`src/rtl/pc_ctrl_pkg.sv`:
```
// Shared types and default constants for the PC fetch controller.
package pc_ctrl_pkg;

  localparam int unsigned DEF_WIDTH    = 32;
  localparam logic [31:0] DEF_RESET_PC = 32'h0040_0000;
  localparam int unsigned DEF_STEP     = 4;
  localparam int unsigned DEF_MAX_WAIT = 15;

  typedef enum logic [1:0] {
    S_IDLE = 2'd0,
    S_REQ  = 2'd1,
    S_ERR  = 2'd2
  } state_e;

  typedef enum logic [1:0] {
    PC_HOLD = 2'd0,
    PC_STEP = 2'd1,
    PC_TGT  = 2'd2
  } pc_sel_e;

endpackage

```
`src/rtl/pc_fetch_ctrl_if.sv`:
```
// Instruction-fetch handshake between the PC controller and instruction memory.
interface pc_fetch_ctrl_if #(
  parameter int unsigned WIDTH = 32
);
  logic             mem_req;
  logic [WIDTH-1:0] mem_addr;
  logic             mem_ack;

  modport master (output mem_req, output mem_addr, input mem_ack);
  modport slave  (input mem_req, input mem_addr, output mem_ack);
endinterface

```
`src/rtl/pc_reg.sv`:
```
// Program-counter register with hold / sequential step / aligned target load.
module pc_reg
  import pc_ctrl_pkg::*;
#(
  parameter int unsigned      WIDTH    = DEF_WIDTH,
  parameter logic [WIDTH-1:0] RESET_PC = WIDTH'(DEF_RESET_PC),
  parameter int unsigned      STEP     = DEF_STEP
) (
  input  logic             clk_i,
  input  logic             rst_i,
  input  logic             load_i,
  input  pc_sel_e          sel_i,
  input  logic [WIDTH-1:0] target_i,
  output logic [WIDTH-1:0] pc_o
);

  // Targets are forced onto a STEP boundary.
  localparam logic [WIDTH-1:0] ALIGN_MASK = ~(WIDTH'(STEP - 1));

  logic [WIDTH-1:0] pc_q;
  logic [WIDTH-1:0] pc_d;

  // Next-value mux; the increment wraps silently.
  always_comb begin
    pc_d = pc_q;
    unique case (sel_i)
      PC_HOLD: pc_d = pc_q;
      PC_STEP: pc_d = pc_q + WIDTH'(STEP);
      PC_TGT:  pc_d = target_i & ALIGN_MASK;
      default: pc_d = pc_q;
    endcase
  end

  // PC storage with synchronous reset.
  always_ff @(posedge clk_i) begin
    if (rst_i) begin
      pc_q <= RESET_PC;
    end else if (load_i) begin
      pc_q <= pc_d;
    end
  end

  assign pc_o = pc_q;

endmodule

```
`src/rtl/pc_fetch_ctrl.sv`:
```
// PC sequencing controller: one outstanding fetch, branch redirect, timeout trap.
module pc_fetch_ctrl
  import pc_ctrl_pkg::*;
#(
  parameter int unsigned      WIDTH    = DEF_WIDTH,
  parameter logic [WIDTH-1:0] RESET_PC = WIDTH'(DEF_RESET_PC),
  parameter int unsigned      STEP     = DEF_STEP,
  parameter int unsigned      MAX_WAIT = DEF_MAX_WAIT
) (
  input  logic               CLK,
  input  logic               RST,
  input  logic               en,
  input  logic               stall,
  input  logic               br_valid,
  input  logic [WIDTH-1:0]   br_target,
  pc_fetch_ctrl_if.master    mem,
  output logic [WIDTH-1:0]   pc_out,
  output logic               inst_valid,
  output logic               timeout_err,
  output logic               busy
);

  localparam int unsigned WAIT_W = $clog2(MAX_WAIT + 1);

  state_e             state_q, state_d;
  logic [WAIT_W-1:0]  wait_q, wait_d;
  logic               br_pend_q, br_pend_d;
  logic [WIDTH-1:0]   br_addr_q, br_addr_d;
  logic               inst_valid_q, inst_valid_d;
  logic               err_q, err_d;
  logic               mem_req_q, mem_req_d;
  logic               busy_q, busy_d;

  logic               pc_load;
  pc_sel_e            pc_sel;
  logic [WIDTH-1:0]   pc_tgt;
  logic [WIDTH-1:0]   pc_q;

  pc_reg #(
    .WIDTH    (WIDTH),
    .RESET_PC (RESET_PC),
    .STEP     (STEP)
  ) u_pc_reg (
    .clk_i    (CLK),
    .rst_i    (RST),
    .load_i   (pc_load),
    .sel_i    (pc_sel),
    .target_i (pc_tgt),
    .pc_o     (pc_q)
  );

  // Next-state, PC update, wait counter and branch latch.
  always_comb begin
    state_d      = state_q;
    wait_d       = wait_q;
    br_pend_d    = br_pend_q;
    br_addr_d    = br_addr_q;
    inst_valid_d = 1'b0;
    err_d        = err_q;
    pc_load      = 1'b0;
    pc_sel       = PC_HOLD;
    pc_tgt       = br_target;

    unique case (state_q)
      S_IDLE: begin
        // Redirect the PC while idle so the next request already uses the target.
        if (br_valid) begin
          pc_load   = 1'b1;
          pc_sel    = PC_TGT;
          pc_tgt    = br_target;
          br_pend_d = 1'b0;
        end else if (br_pend_q) begin
          pc_load   = 1'b1;
          pc_sel    = PC_TGT;
          pc_tgt    = br_addr_q;
          br_pend_d = 1'b0;
        end
        if (en && !stall) begin
          state_d = S_REQ;
        end
      end
      S_REQ: begin
        if (mem.mem_ack) begin
          inst_valid_d = 1'b1;
          pc_load      = 1'b1;
          if (br_valid) begin
            pc_sel = PC_TGT;
            pc_tgt = br_target;
          end else if (br_pend_q) begin
            pc_sel = PC_TGT;
            pc_tgt = br_addr_q;
          end else begin
            pc_sel = PC_STEP;
          end
          br_pend_d = 1'b0;
          wait_d    = '0;
          state_d   = (en && !stall) ? S_REQ : S_IDLE;
        end else begin
          // Latest branch wins while the fetch is outstanding.
          if (br_valid) begin
            br_pend_d = 1'b1;
            br_addr_d = br_target;
          end
          if (wait_q == WAIT_W'(MAX_WAIT - 1)) begin
            state_d = S_ERR;
            err_d   = 1'b1;
            wait_d  = '0;
          end else begin
            wait_d = wait_q + WAIT_W'(1);
          end
        end
      end
      S_ERR: begin
        err_d = 1'b1;
      end
      default: begin
        state_d = S_IDLE;
      end
    endcase

    mem_req_d = (state_d == S_REQ);
    busy_d    = (state_d == S_REQ);
  end

  // State and registered outputs; reset overrides everything.
  always_ff @(posedge CLK) begin
    if (RST) begin
      state_q      <= S_IDLE;
      wait_q       <= '0;
      br_pend_q    <= 1'b0;
      br_addr_q    <= '0;
      inst_valid_q <= 1'b0;
      err_q        <= 1'b0;
      mem_req_q    <= 1'b0;
      busy_q       <= 1'b0;
    end else begin
      state_q      <= state_d;
      wait_q       <= wait_d;
      br_pend_q    <= br_pend_d;
      br_addr_q    <= br_addr_d;
      inst_valid_q <= inst_valid_d;
      err_q        <= err_d;
      mem_req_q    <= mem_req_d;
      busy_q       <= busy_d;
    end
  end

  assign mem.mem_req  = mem_req_q;
  assign mem.mem_addr = pc_q;
  assign pc_out       = pc_q;
  assign inst_valid   = inst_valid_q;
  assign timeout_err  = err_q;
  assign busy         = busy_q;

endmodule

```
`src/flat_wrapper.sv`:
```
// flat-port wrapper written by rule: the top's interface ports become plain ports
module pc_fetch_ctrl_flat import pc_ctrl_pkg::*;
#(
  parameter int unsigned      WIDTH    = DEF_WIDTH,
  parameter logic [WIDTH-1:0] RESET_PC = WIDTH'(DEF_RESET_PC),
  parameter int unsigned      STEP     = DEF_STEP,
  parameter int unsigned      MAX_WAIT = DEF_MAX_WAIT
)
  (CLK, RST, en, stall, br_valid, br_target, pc_out, inst_valid, timeout_err, busy, mem_mem_req, mem_mem_addr, mem_mem_ack);
  pc_fetch_ctrl_if #(.WIDTH(WIDTH)) mem_i ();
  input  logic CLK;
  input  logic RST;
  input  logic en;
  input  logic stall;
  input  logic br_valid;
  input  logic [WIDTH-1:0] br_target;
  output logic [WIDTH-1:0] pc_out;
  output logic inst_valid;
  output logic timeout_err;
  output logic busy;
  output wire logic [$bits(mem_i.mem_req)-1:0] mem_mem_req;
  output wire logic [$bits(mem_i.mem_addr)-1:0] mem_mem_addr;
  input wire logic [$bits(mem_i.mem_ack)-1:0] mem_mem_ack;
  assign mem_mem_req = mem_i.mem_req;
  assign mem_mem_addr = mem_i.mem_addr;
  assign mem_i.mem_ack = mem_mem_ack;
  pc_fetch_ctrl #(.WIDTH(WIDTH), .RESET_PC(RESET_PC), .STEP(STEP), .MAX_WAIT(MAX_WAIT)) u_core (.CLK(CLK), .RST(RST), .en(en), .stall(stall), .br_valid(br_valid), .br_target(br_target), .mem(mem_i), .pc_out(pc_out), .inst_valid(inst_valid), .timeout_err(timeout_err), .busy(busy));
endmodule
```
`config.mk`:
```
export PLATFORM = sky130hd
export DESIGN_NAME = pc_fetch_ctrl_flat
export DESIGN_NICKNAME = d
export VERILOG_FILES = /design/src/rtl/pc_ctrl_pkg.sv /design/src/rtl/pc_fetch_ctrl_if.sv /design/src/rtl/pc_reg.sv /design/src/rtl/pc_fetch_ctrl.sv /design/src/flat_wrapper.sv
export SDC_FILE = /design/constraint.sdc
export NUM_CORES = 1
export LEC_CHECK = 0
export CAP_MARGIN = 20
export CORE_ASPECT_RATIO = 1.4
export CORE_MARGIN = 1
export CORE_UTILIZATION = 48
export CTS_CLUSTER_DIAMETER = 40
export DETAILED_ROUTE_END_ITERATION = 12
export PLACE_DENSITY = 0.88
export SYNTH_ARGS = -nofsm -noshare
export SYNTH_HDL_FRONTEND = slang
export SYNTH_SLANG_ARGS = --single-unit
```
`constraint.sdc`:
```
create_clock -name CLK -period 4.2 [get_ports CLK]
set_input_delay 0.63 -clock CLK [delete_from_list [all_inputs] [get_ports CLK]]
set_output_delay 0.63 -clock CLK [all_outputs]
set_load 0.02 [all_outputs]
```
### Word level (Yosys, flattened, before mapping)

Cells that the tools add are included.

| cells by class | value |
|---|---|
| $add $sub $neg | 2 |
| equality and inequality tests | 9 |
| mux-type cells | 28 |
| bitwise operators | 2 |
| reductions and logical operators | 11 |

Operator list:

| kind | count |
|---|---|
| $pmux 32 s2 | 2 |
| $mux 32 | 3 |
| $add 32x3->32 const B | 1 |
| $mux 2 | 8 |
| $mux 1 | 8 |
| $mux 4 | 2 |
| $eq 2x1->1 const B | 3 |
| $pmux 1 s2 | 3 |
| $pmux 2 s3 | 1 |
| $reduce_and 3->1 | 2 |
| $reduce_bool 2->1 | 3 |
| $add 4x1->4 const B | 1 |
| $eq 2x2->1 const B | 2 |
| $eq 4x4->1 const B | 1 |
| $pmux 2 s2 | 1 |
| $reduce_and 2->1 | 2 |
| $ne 3x3->1 const B | 1 |
| $logic_not 2->1 | 1 |
| $ne 2x1->1 const B | 1 |
| $ne 2x2->1 const B | 1 |
| $not 1->1 | 2 |
| $reduce_or 2->1 | 1 |
| $logic_and 1x1->1 | 1 |
| $logic_not 1->1 | 1 |

| storage, ports and cells | value |
|---|---|
| register bits after elaboration | 74 |
| input port bits | 38 |
| output and inout bits | 68 |
| logic and storage cells | 60 |

### Longest topological paths before layout

Gate-level depths: netlist of the first run.

| logic depth | value |
|---|---|
| word-level depth | 7 |
| depth in mapped cells | 10 |
| depth with buffers taken out | 7 |

### Hierarchy

Synthesis of the first run repeated with hierarchy kept, for this count alone.

| unflattened totals | value |
|---|---|
| cell total of the unflattened synthesis | 549 |
| area total of the unflattened synthesis | 4,389.2 µm² |

Modules (own cells, without submodules):

| module | instances | cells each | area each (µm²) | sequential area each (µm²) |
|---|---|---|---|---|
| pc_fetch_ctrl | 1 | 264 | 2,240.9 | 840.8 |
| pc_reg | 1 | 285 | 2,148.3 | 600.6 |

### Worst setup path after synthesis of the first run

No wires, ideal clock.

| timing | value |
|---|---|
| path kind | input port to flip-flop |
| start | input mem_mem_ack |
| end | register u_core.u_pc_reg.pc_q[19] (netlist: u_core.u_pc_reg.pc_o[19]) |
| library setup time | 0.086 ns |
| arrival time | 2.573 ns |
| data required time | 4.114 ns |
| setup slack | 1.541 ns |
| stages | 9 |
| buffers on the path | 2 |
| cells stage by stage | nor2b_1 -> buf_2 -> nor3_1 -> ha_1 -> or4_1 -> clkbuf_1 -> nor2_1 -> a211oi_1 -> a211oi_1 |

| on the way | value |
|---|---|
| longest elaborated chain between the ends | 5 |
| elaborated cells between the ends (all ways) | 11 |
| those cells by class | eq/ne (2); mux (7); reduce/logical (2) |

Ends and longest elaborated chain:

| item | line | source |
|---|---|---|
| from (decl) | flat_wrapper.sv:23 | `input wire logic [$bits(mem_i.mem_ack)-1:0] mem_mem_ack;` |
| $mux 2 | pc_fetch_ctrl.sv:83 | `if (mem.mem_ack) begin` |
| $pmux 2 s2 | pc_fetch_ctrl.sv:64 | `unique case (state_q)` |
| $eq 2x2->1 / $eq 2x1->1 (equally long branches) | pc_reg.sv:26 | `unique case (sel_i)` |
| $reduce_bool 2->1 (no source line) | -- |  |
| $reduce_and 2->1 (no source line) | -- |  |
| to (signal assigned) | pc_reg.sv:39 | `pc_q <= pc_d;` |
| to (decl) | pc_reg.sv:20 | `logic [WIDTH-1:0] pc_q;` |

Several ways; a longest one is shown, not always the timed one.
A chain may end at the register's enable or synchronous reset.

### Worst setup path in the final report of the first run

| timing | value |
|---|---|
| start | input mem_mem_ack |
| end | register u_core.u_pc_reg.pc_q[31] (netlist: u_core.u_pc_reg.pc_o[31]) |

The elaborated chain is that of the path after synthesis.

==> metrics.cfg, run 1 <==
[outcome]
status=completed

[pwr]
power_frac_seq=0.461
p_int_mw=1.13
swShare=0.278
p_comb_frac=0.194
p_clk_frac=0.345
power.density_mw_per_mm2=317
ir_drop_v=0.000325
leakage_nw=1.63
p_switching_uw=436
finalPower_mw=1.57

[finish]
final_util=0.629
antenna_cells=0
areaGrowthSynthToFinish_pct=25.6
final_area_mm2=0.00493
fin_nets=592
fin_cells=653
layout-drive-gt1-share=0.108
layout_commonest_cell=clkdlybuf4s50_1
layout_common_cells=clkdlybuf4s50_1 (98), nand2_1 (71), dfxtp_1 (70), a21oi_1 (63), nor2_1 (27)

[sta]
maxSlewHeadroom=0.312
tightest_slew_ns=1.03
fin_crit_sh=0.834
fin_ws_ns=0.695
final-max-slew-violation-count=0
post-route-min-period_ns=3.50
fin_worst_skew_ns=0.00688
setup_viol=0
fmax_ghz=0.285
rsz0062_at_grt=false
final.setup.tns_ns=0
fin_hold_ws_ns=0.456
hold_viol=0

[yosys]
synth_edf_count=0
async_reset_ff_frac=0
synth_area_mm2=0.00393
ys_seq_area_frac=0.357
ys.flop_type=dfxtp_1
ys_warn_count=0
synth_cell_type_count=50
synth_seq_cells=70
syn_inst=494
avgSynthCellArea_um2=7.95

[global_routing]
grt_start_max_net_pins=57
antenna_found_initial=0
grt_use_total=0.255
grt_first_pass_wirelength_mm=17.0
grt_pass1_vias=3638
gr-total-overflow=0

[worst_setup_path]
cp_max_fo=17
arrival_ns=3.77
path_class=primary input to flip-flop
end_kind=flip-flop
cp.required_ns=4.46
worstPathCellList=clkdlybuf4s50_1, nor2b_1, nor3_1, ha_1, or4_1, nor2_1, buf_4, a22oi_1, a21oi_1
cp-start-kind=primary input
cp_slowest_cell=or4_1
critPathMaxStageDelay_ns=0.81

[clock_network]
cts_max_path_buffers=2
clock_sinks=70
post_cts_resized=0
clock_latency_ns=0.35
root_buffer=clkbuf_8
hold_buffers=0
cts_setup_buffers=0
clk_pin_slew_ns=0.07
cts.htree.levels=3
cts_tree=yes
numCtsBuffers=9

[floorplan]
dieArea_mm2=0.00855
core_area_mm2=0.00785
num_rows=38
die_h_um=109
start_util=0.501
die_w_um=78.5
ios=106

[detailed_routing]
vias_per_cell=6.00
drcViolationCount=0
routed_wl_mm=10.7
ant_nets=0
vias=3921
drt-initial-drc-count=580
routedWlPerCell_um=16.3
first_pass_iters=5

[worst_hold_path]
hp-class=flip-flop to flip-flop

[placement]
post_dp_cell_area_mm2=0.00473
io_buffers=99
dp_hpwl_mm=7.23
dpl_worst_slack_ns=0.463
dp.cells=637
gp_congestion=0.870

[flow_run]
drv_cap=0

[synthesized netlist by cell type, types with 5 or more instances]
library cell | instances | area share
nor4_1 | 8 | 0.013
mux2_2 | 20 | 0.057
nor2_1 | 27 | 0.026
nand3_1 | 19 | 0.024
nand4_1 | 11 | 0.018
clkbuf_1 | 25 | 0.024
o21ai_0 | 22 | 0.028
a31oi_1 | 5 | 0.0080
nor3_1 | 14 | 0.018
nand2_1 | 71 | 0.068
a211oi_1 | 8 | 0.015
buf_4 | 36 | 0.069
dfxtp_1 | 70 | 0.36
a22oi_1 | 6 | 0.011
and3_1 | 7 | 0.011
inv_1 | 8 | 0.0076
a21oi_1 | 63 | 0.080
mux2i_1 | 13 | 0.033
[state kept, by name, summed over array words and instances (netlist names)]
name / cells
u_core.u_pc_reg.pc_o: 30
u_core.wait_q: 4
u_core.br_addr_q: 30
u_core.inst_valid: 1
u_core.busy: 1
u_core.state_q: 2
u_core.br_pend_q: 1
u_core.timeout_err: 1
[per-layer routing]
layer,up-vias,part of all wire,GRT usage
li1,1859,-,-
met1,1827,0.40,0.314
met3,22,0.075,0.0527
met2,213,0.51,0.432
met5,-,0,0
met4,0,0.016,0.102
[final timing paths]
kind | startpoint | end | slack (ns) | depth (start not counted)
setup / recovery | mem_mem_ack | u_core.u_pc_reg.pc_o[31] | 0.70 | 9
hold / removal | u_core.br_addr_q[7] | u_core.br_addr_q[7] | 0.46 | 2
setup reg to reg | u_core.state_q[0] | u_core.u_pc_reg.pc_o[31] | 1.01 | 8
hold reg to reg | u_core.br_addr_q[7] | u_core.br_addr_q[7] | 0.46 | 2
[worst max-delay path: cells and delay by family]
family	cells	cell delay, ns
AND/OR/NAND/NOR	4	1.83
buffers and inverters	2	0.66
AO/OA/AOI/OAI	2	0.30
adder cells (fa/ha/maj)	1	0.33
[logic make-up after synthesis]
logic type	share of synthesized area
simple gates	0.227
compound gates	0.206
buf+inv	0.106
flops	0.357
mux	0.0905
fa+ha+maj	0.0127
other cells	0.000955
[area by class of cell]
class                      instances  area, um^2
multi-input combinational        353        2130
clock buffer                      13         159
clock inverter                     1        30.0
fill                             645        2910
inverter                           8        30.0
sequential                        70        1400
tap                              100         125
timing repair buffer             108        1060
[power by group through the flow]
stage / Clock, mW / Combinational, mW / Sequential, mW
after floorplan: 0 / 0.167 / 0.751
final: 0.541 / 0.304 / 0.722
after CTS: 0.544 / 0.300 / 0.721
after global placement: 0 / 0.292 / 0.734
after global routing: 0.572 / 0.324 / 0.726
after detailed placement: 0 / 0.299 / 0.736
Power figures use the tool's default switching activity.
==> inputs of run 2 (changes only) <==
--- a/config.mk
+++ b/config.mk
@@ -8,10 +8,10 @@
 export CAP_MARGIN = 20
 export CORE_ASPECT_RATIO = 1.4
 export CORE_MARGIN = 1
-export CORE_UTILIZATION = 48
+export CORE_UTILIZATION = 44
 export CTS_CLUSTER_DIAMETER = 40
 export DETAILED_ROUTE_END_ITERATION = 12
-export PLACE_DENSITY = 0.88
+export PLACE_DENSITY = 0.86
 export SYNTH_ARGS = -nofsm -noshare
 export SYNTH_HDL_FRONTEND = slang
 export SYNTH_SLANG_ARGS = --single-unit
==> constraint.sdc (replaced) <==
create_clock -name CLK -period 3.2 [get_ports CLK]
set_input_delay 0.48 -clock CLK [delete_from_list [all_inputs] [get_ports CLK]]
set_output_delay 0.48 -clock CLK [all_outputs]
set_load 0.02 [all_outputs]
==> run 2 against run 1 <==
Compared with the run above:
- count of clock-buffer cells in the layout fell by 3
- first-iteration DRC count fell by 23%
- worst hold slack worse by 0.0039 ns
- highest routed layer unchanged
==> metrics.cfg, run 2 (same netlist as run 1, synthesis figures left out) <==
[global_routing]
grt_first_pass_wirelength_mm=17.5
antenna_found_initial=0
grt_use_total=0.244
grt_pass1_vias=3639
grt_start_max_net_pins=56
gr-total-overflow=0

[clock_network]
root_buffer=clkbuf_16
cts_setup_buffers=0
hold_buffers=0
clock_latency_ns=0.34
clk_pin_slew_ns=0.06
cts_max_path_buffers=2
clock_sinks=70
cts.htree.levels=3
numCtsBuffers=9
post_cts_resized=0
cts_tree=yes

[sta]
maxSlewHeadroom=0.320
setup_viol=0
tightest_slew_ns=1.02
final-max-slew-violation-count=0
fin_ws_ns=0.427
fmax_ghz=0.361
hold_viol=0
final.setup.tns_ns=0
post-route-min-period_ns=2.77
fin_crit_sh=0.867
fin_worst_skew_ns=0.00592
rsz0062_at_grt=false

[floorplan]
core_area_mm2=0.00861
dieArea_mm2=0.00931
ios=106
die_h_um=114
start_util=0.456
num_rows=40
die_w_um=81.9

[worst_setup_path]
path_delay_family=simple AND/OR/NAND/NOR gates
crit_buf_inv=2
end_kind=flip-flop
arrival_ns=3.04
reg2reg_slack_ns=0.54
cp.required_ns=3.47
worstPathCellList=clkdlybuf4s50_1, nor2b_1, nor3_1, ha_1, or4_1, buf_4, nor4_1, mux2i_1, a31oi_1
startpoint=mem_mem_ack
path_class=primary input to flip-flop
cp-start-kind=primary input
cp_slowest_cell=or4_1
r2r_end=u_core.u_pc_reg.pc_o[29]
critPathMaxStageDelay_ns=0.69
r2r-start=u_core.state_q[1]
cp_max_fo=16
reg2reg_depth=8

[detailed_routing]
routed_wl_mm=10.8
ant_nets=0
routedWlPerCell_um=16.2
vias=3984
drcViolationCount=0
first_pass_iters=5
drt-initial-drc-count=446
vias_per_cell=5.99

[pwr]
finalPower_mw=2.43
leakage_nw=1.72
power.density_mw_per_mm2=476
ir_drop_v=0.000440

[placement]
dpl_worst_slack_ns=0.0985
gp_congestion=0.840
dp_hpwl_mm=7.50
io_buffers=99

[finish]
antenna_cells=0
n_fill_cell=722
layout_common_cells=clkdlybuf4s50_1 (98), nand2_1 (71), dfxtp_1 (70), a21oi_1 (63), nor2_1 (27)
areaGrowthSynthToFinish_pct=30.1
layout-drive-gt1-share=0.123
fin_nets=597
layout_commonest_cell=clkdlybuf4s50_1

[outcome]
status=completed

[worst_hold_path]
holdPathEnd=u_core.br_addr_q[15]
hp-start=u_core.br_addr_q[15]
hold_depth=2
hp-class=flip-flop to flip-flop

[flow_run]
drv_cap=0

==> run 2: layout make-up <==
| cell class | count | area, um^2 | area share |
|---|---|---|---|
| multi-input cells | 353 | 2130 | 0.417 |
| well taps | 105 | 131 | 0.0257 |
| repair buffers | 113 | 1090 | 0.214 |
| clock inverters | 6 | 85.1 | 0.0167 |
| flip-flops and latches | 70 | 1400 | 0.274 |
| inverters | 8 | 30.0 | 0.00588 |
| clock buffers | 10 | 239 | 0.0468 |
==> run 2: where the power goes <==
group / internal (mW) / total, mW / switching, mW
Clock: 0.700 / 1.08 / 0.383
Combinational: 0.189 / 0.403 / 0.214
Sequential: 0.904 / 0.949 / 0.0448
==> run 2: stage by stage <==
step	utilization	cell area [um^2]	hold WS, ns	cells
after floorplan	-	3940	0.431	497
after CTS	0.593	5110	0.452	665
after global placement	0.556	4780	0.438	649
final	0.593	5110	0.452	665
after global routing	0.593	5110	0.465	665
after detailed placement	0.556	4780	0.439	649
==> run 2: routing by layer <==
layer | vias to the layer above | GRT usage | wire [um]
met5 | - | 0 | 0
met4 | 0 | 0.136 | 423
met3 | 37 | 0.0448 | 665
met2 | 204 | 0.387 | 5380
met1 | 1860 | 0.304 | 4290
li1 | 1883 | - | -
==> run 2: worst max path at each step <==
stage	depth (start not counted)	slack (ns)	to
2_1_floorplan	9	0.69	u_core.u_pc_reg.pc_o[19]
3_3_place_gp	9	0.23	u_core.u_pc_reg.pc_o[29]
3_5_place_dp	9	0.1	u_core.u_pc_reg.pc_o[29]
4_1_cts	9	0.45	u_core.u_pc_reg.pc_o[29]
5_1_grt	9	0.25	u_core.u_pc_reg.pc_o[29]
6_report	9	0.43	u_core.u_pc_reg.pc_o[29]
==> run 2: worst min-delay path: stages, from the launching register on <==
cell and delay (ns):
dfxtp_1 0.30, nand2_1 0.05, a21oi_1 0.05
